**src/rtl/blade_pattern_gen.sv**
```systemverilog
// Multi-channel LED pattern generator: prescaled step tick driving off/blink/chase/bounce on blade and led.
// Optional BLADE_PWM_BREATHE_EN replaces the led toggle with a breathing PWM output.
//
//   state     | meaning
//   DIR_UP    | bounce one-hot (or breathe duty) moving toward its upper end
//   DIR_DOWN  | bounce one-hot (or breathe duty) moving toward its lower end
module blade_pattern_gen #(
  parameter int CHANNELS   = 6,
  parameter int BASE_SHIFT = 16
) (
  input  logic                clk,
  input  logic                reset,
  input  logic                enable,
  input  logic [1:0]          mode,
  input  logic [3:0]          rate,
  output logic                led,
  output logic [CHANNELS-1:0] blade,
  output logic                step
);

  localparam int CW = BASE_SHIFT + 15;

  typedef enum logic {DIR_DOWN = 1'b0, DIR_UP = 1'b1} dir_t;

  logic [CW-1:0]       cnt;
  logic [CW-1:0]       term;
  logic [1:0]          mode_q;
  dir_t                dir;
  dir_t                dir_nx;
  logic [CHANNELS-1:0] blade_nx;

`ifdef BLADE_PWM_BREATHE_EN
  logic [7:0] pwm_cnt;
  logic [7:0] duty;
  dir_t       duty_dir;
`endif

  // T-1 = 2^(BASE_SHIFT+rate)-1; rate=15 yields the full counter width.
  assign term = {CW{1'b1}} >> (4'd15 - rate);

  always_comb begin
    blade_nx = blade;
    dir_nx   = dir;
    case (mode_q)
      2'd0: blade_nx = '0;
      2'd1: blade_nx = ~blade;
      2'd2: blade_nx = (blade << 1) | (blade >> (CHANNELS - 1));
      default: begin
        if (CHANNELS == 1) begin
          blade_nx = '1;
        end else if (dir == DIR_UP) begin
          if (blade[CHANNELS-1]) begin
            blade_nx = blade >> 1;
            dir_nx   = DIR_DOWN;
          end else begin
            blade_nx = blade << 1;
          end
        end else begin
          if (blade[0]) begin
            blade_nx = blade << 1;
            dir_nx   = DIR_UP;
          end else begin
            blade_nx = blade >> 1;
          end
        end
      end
    endcase
  end

  always_ff @(posedge clk) begin
    if (reset) begin
      cnt      <= '0;
      mode_q   <= 2'd0;
      dir      <= DIR_UP;
      blade    <= '0;
      led      <= 1'b0;
      step     <= 1'b0;
`ifdef BLADE_PWM_BREATHE_EN
      pwm_cnt  <= 8'd0;
      duty     <= 8'd0;
      duty_dir <= DIR_UP;
`endif
    end else begin
      mode_q <= mode;
      step   <= 1'b0;
`ifdef BLADE_PWM_BREATHE_EN
      pwm_cnt <= pwm_cnt + 8'd1;
      led     <= (mode_q != 2'd0) && (pwm_cnt < duty);
`endif
      if (mode != mode_q) begin
        cnt   <= '0;
        dir   <= DIR_UP;
        led   <= 1'b0;
        blade <= (mode[1]) ? CHANNELS'(1) : '0;
`ifdef BLADE_PWM_BREATHE_EN
        duty     <= 8'd0;
        duty_dir <= DIR_UP;
`endif
      end else if (enable) begin
        if (cnt == term) begin
          cnt   <= '0;
          step  <= 1'b1;
          blade <= blade_nx;
          dir   <= dir_nx;
`ifdef BLADE_PWM_BREATHE_EN
          if (duty_dir == DIR_UP) begin
            if (duty == 8'hFF) begin
              duty     <= 8'hFE;
              duty_dir <= DIR_DOWN;
            end else begin
              duty <= duty + 8'd1;
            end
          end else begin
            if (duty == 8'h00) begin
              duty     <= 8'h01;
              duty_dir <= DIR_UP;
            end else begin
              duty <= duty - 8'd1;
            end
          end
`else
          led <= (mode_q == 2'd0) ? 1'b0 : ~led;
`endif
        end else if (cnt > term) begin
          // rate was lowered below the current count: restart quietly
          cnt <= '0;
        end else begin
          cnt <= cnt + 1'b1;
        end
      end
    end
  end

endmodule

```
**config.mk**
```make
export PLATFORM = sky130hd
export DESIGN_NAME = blade_pattern_gen
export DESIGN_NICKNAME = d
export VERILOG_FILES = /design/src/rtl/blade_pattern_gen.sv
export SDC_FILE = /design/constraint.sdc
export NUM_CORES = 1
export LEC_CHECK = 0
export BUFFER_PORTS_ARGS = -buffer_cell sky130_fd_sc_hd__buf_2
export CAP_MARGIN = 40
export CORE_ASPECT_RATIO = 1.1
export CORE_MARGIN = 2
export CORE_UTILIZATION = 31
export DETAILED_ROUTE_END_ITERATION = 8
export GPL_TIMING_DRIVEN = 1
export PLACE_DENSITY = 0.53
export SETUP_SLACK_MARGIN = 0.15
export SYNTH_ARGS = -nofsm -noshare
export SYNTH_HDL_FRONTEND = slang
export SYNTH_SLANG_ARGS = --single-unit
```
**constraint.sdc**
```tcl
create_clock -name clk -period 2.7 [get_ports clk]
set_input_delay 0.405 -clock clk [delete_from_list [all_inputs] [get_ports clk]]
set_output_delay 0.405 -clock clk [all_outputs]
set_load 0.02 [all_outputs]
```
==> metrics.log <==
[metrics] outcome: completed
[metrics] initial cell density of the core: 32.0%
[metrics] final setup violation count: 0
[metrics] number of max-slew violations in the final report: 0
[metrics] synth-to-layout area growth: 16.3%
[metrics] area occupied by registers: 841 µm²
[metrics] row count: 35
[metrics] fraction of power consumed by combinational cells: around 8.3%
[metrics] footprint of the multi-input gates: ~1700 µm²
[metrics] number of filler cells placed in the layout: ~860
[metrics] crit path launch: rate[1]
[metrics] Min-Delay Startpoint: reset
[metrics] core area: 8360 µm²
[metrics] Max Used Layer: met4
[metrics] number of warnings issued by yosys: 0
[metrics] Critical Path AT: 2590 ps
[metrics] largest fanout of any net on the critical path: 9
[metrics] first drt pass iteration count: 4
[metrics] Final Cycle Share: 86.7%
[metrics] worst hold-check slack: 287 ps
[metrics] Die X: just over 90 µm
[metrics] Hold Vio Cnt, Final: 0
[metrics] post-layout min period: 2340 ps
[metrics] number of nets at the end of the flow: about 390
[metrics] worst min-delay path class: input port to register
[metrics] setup slack of the most critical reg-to-reg path: 410 ps
[metrics] prevailing post-synth register cell: dfxtp_1
[metrics] source-to-sink clock delay at the later pin of the worst-skew pair: 310 ps
[metrics] most frequent cell after synthesis: dfxtp_1
[metrics] class of the most critical setup path: input port to register
[metrics] via-per-instance ratio: 5.21
[metrics] cells taking the most area after synthesis: dfxtp_1, ha_1, nand3_1
[metrics] total power density per cell area: 437 nW/µm²
[metrics] H-tree depth: 2
[metrics] fraction of final layout cells with drive strength greater than 1: 17.7%
[metrics] vias in the first global route: 2215
[metrics] most used cell, CP: nand4_1
[metrics] number of remaining DRC errors: 0
[metrics] most frequent cells after synthesis: dfxtp_1, nand2_1, nand3_1, a21oi_1, o21ai_0
[metrics] clock slew seen by the registers of the worst setup and hold paths: around 90 ps
[metrics] HPWL reported at the end of detailed placement: 4530 µm
[metrics] Worst slew margin: 70.7%
[metrics] cell taking the most area after synthesis: dfxtp_1
[metrics] Worst IR Drop VDD: 0.248 mV
[metrics] worst min-delay path endpoint: mode_q[0]
[metrics] number of buffers added on ports: 16
[metrics] remaining antenna violation count after routing: 0
[metrics] number of flops mapped to enable cells by yosys: 0
[metrics] Fmax achieved: 0.427 GHz
[metrics] switching part of the total: 23.4%
[metrics] part of the total power dissipated in sequential elements: between 40 and 50%
[metrics] post-synthesis area per instance: 7.87 µm²
[metrics] endpoint class of the critical path: register
[metrics] root buffer cell: clkbuf_8
[metrics] global-route wire length before repair: between 10000 and 15000 µm
[metrics] maximum clock path buffer count: 2
[metrics] Top-Level Pins: 17
[metrics] maximum number of pins on one net before global-route repair: 23
[metrics] All-Layer GR Usage: between 10% and 20%
[metrics] ordered cell list for the critical path: clkbuf_4, buf_4, nand4_1, ha_1, nand4_1, o21ai_1, a211oi_2, nand4_1, buf_6, or4_1, nand3_1
[metrics] r2r startpoint: cnt[8]
[metrics] gate count of the mapped netlist: 340
[metrics] number of antenna violations at the first check in global routing: 0
[metrics] number of cells on the worst hold path: 2
[metrics] RSZ-0062 raised after global routing: yes
[metrics] Via Count: 2460
[metrics] stage delay of the slowest cell on the critical path: 460 ps
[metrics] required time reported for the critical path endpoint: ~3000 ps
[metrics] number of clock sinks seen by CTS: 42
[metrics] post-synthesis async set-or-reset flop share: 0%
[metrics] TritonCTS clock tree: built
[metrics] Inserted Diodes: 0
[metrics] total negative slack: 0 ps
[metrics] net count after synthesis: roughly 370
[metrics] cell count of the worst reg-to-reg path: 7
[metrics] DRT Wirelength: around 6200 µm
[metrics] transition time at the pin with the least slew margin: 436 ps
[metrics] Synth Cell Area: 2680 µm²
[metrics] clock buffers created by TritonCTS: 5
[metrics] internal power of the cells: 1040 µW
[metrics] met2 wire len: 2770 µm
[metrics] max cap viols: 0
[metrics] post-synthesis register bit count: 42
[metrics] area share of the largest cell type after synthesis: 31.4%
[metrics] Congestion Overflow GR: 0
[metrics] die height: 101 µm
[metrics] Worst Setup Start Kind: input port
[metrics] relative contribution of the clock network to total power: 45.3%
[metrics] library cell contributing the largest single delay on the critical path: or4_1
[metrics] total die area: 9390 µm²
[metrics] Routability Congestion: 0.785
[metrics] Switch Pwr: 318 µW
[metrics] capture point of the worst reg-to-reg path: led
[metrics] library cells used by synthesis: 55
[metrics] skew final: 9.52 ps
[metrics] WL/cell: 13.1 µm
[metrics] WL met1: 3150 µm
[metrics] Starting DRT DRC Count: 120
[metrics] WL met3: around 150 µm
[metrics] static leakage: around 0.0011 µW
[metrics] post-synthesis sequential area ratio: a little under a third
-- power groups by stage --
stage | sequential (µW) | combinational [µW] | clock [µW]
finish | 631 | 113 | 615
floorplan | 642 | 73.7 | 0
CTS | 631 | 109 | 631
global placement | 645 | 108 | 0
detailed placement | 645 | 109 | 0
global route | 632 | 128 | 657
-- cell usage in the layout, fill, tap and decap left out, types with 3 or more instances in the layout --
cell,instances
a211oi_2,5
a21o_1,4
a21oi_1,27
a31oi_1,3
and2_1,4
and3_1,4
and4_1,3
buf_12,3
buf_2,14
buf_4,12
clkbuf_8,5
dfxtp_1,42
ha_1,16
inv_1,16
mux2_2,3
mux2i_1,4
nand2_1,41
nand3_1,40
nand4_1,12
nor2_1,16
nor2b_1,3
o21ai_0,14
o21ai_1,6
o311ai_0,5
o311ai_1,6
or3_1,11
-- worst max-delay path: cells and delay by family --
kind / cells / cell delay [ps]
adders and majority gates: 1 / 330
buffers and inverters: 3 / 450
and+or+nand+nor: 5 / 1010
AOI/OAI and AO/OA: 2 / 380
-- layer usage --
metal | vias to the layer above | GRT usage [%]
met1 | 1123 | 18.9
li1 | 1295 | -
met2 | 32 | 23.3
met4 | 0 | 4.82
met5 | - | 0
met3 | 10 | 2.23
-- cell families (layout without fill, tap and decap cells) --
group | count (synthesis) | after routing | share of synthesized area [%]
AOI/OAI and AO/OA | 82 | 82 | 20.1
xor gates and xnor gates | 4 | 4 | 1.31
adders and majority gates | 16 | 16 | 7.48
buffers and inverters | 35 | 56 | 5.94
DFF | 42 | 42 | 31.4
muxes | 7 | 7 | 2.76
and+or+nand+nor | 154 | 154 | 31.0
-- state kept, by name, indices dropped and copies added, names as in the netlist --
signal and count:
cnt 31, dir 1, mode_q 2, step 1
led 1, blade 6
-- worst max-delay path by stage --
stage / endpoint / slack, ps
2_1_floorplan: cnt[29] / 200
3_3_place_gp: cnt[17] / -6
3_5_place_dp: cnt[11] / -40
4_1_cts: cnt[12] / 260
5_1_grt: cnt[5] / 120
6_report: cnt[11] / 360
-- area by class of cell --
class                   count  area share (%)
clock buffers               5            2.21
clock inverters             3            2.21
inverters                  16            1.93
multi-input cells         263            54.2
flip-flops and latches     42            27.0
well taps                 111            4.46
repair buffers             32            7.92
-- stage by stage --
| stage | cells | power, µW | setup slack, ps | instance area [µm²] | utilization, % |
|---|---|---|---|---|---|
| after floorplan | 340 | 716 | 196 | 2680 | - |
| after global placement | 462 | 753 | -5.86 | 2940 | 35.1 |
| after detailed placement | 462 | 754 | -36.1 | 2940 | 35.1 |
| after CTS | 470 | 1370 | 261 | 3080 | 36.8 |
| after global routing | 472 | 1420 | 122 | 3110 | 37.2 |
| final | 472 | 1360 | 360 | 3110 | 37.2 |
-- timing repair --
item	CTS	global route
hold buffers	0	0
resized for setup	0	8
setup buffers	0	2
endpoints found under the setup margin	0	25
Note: power is estimated with default switching activity, not from simulation.
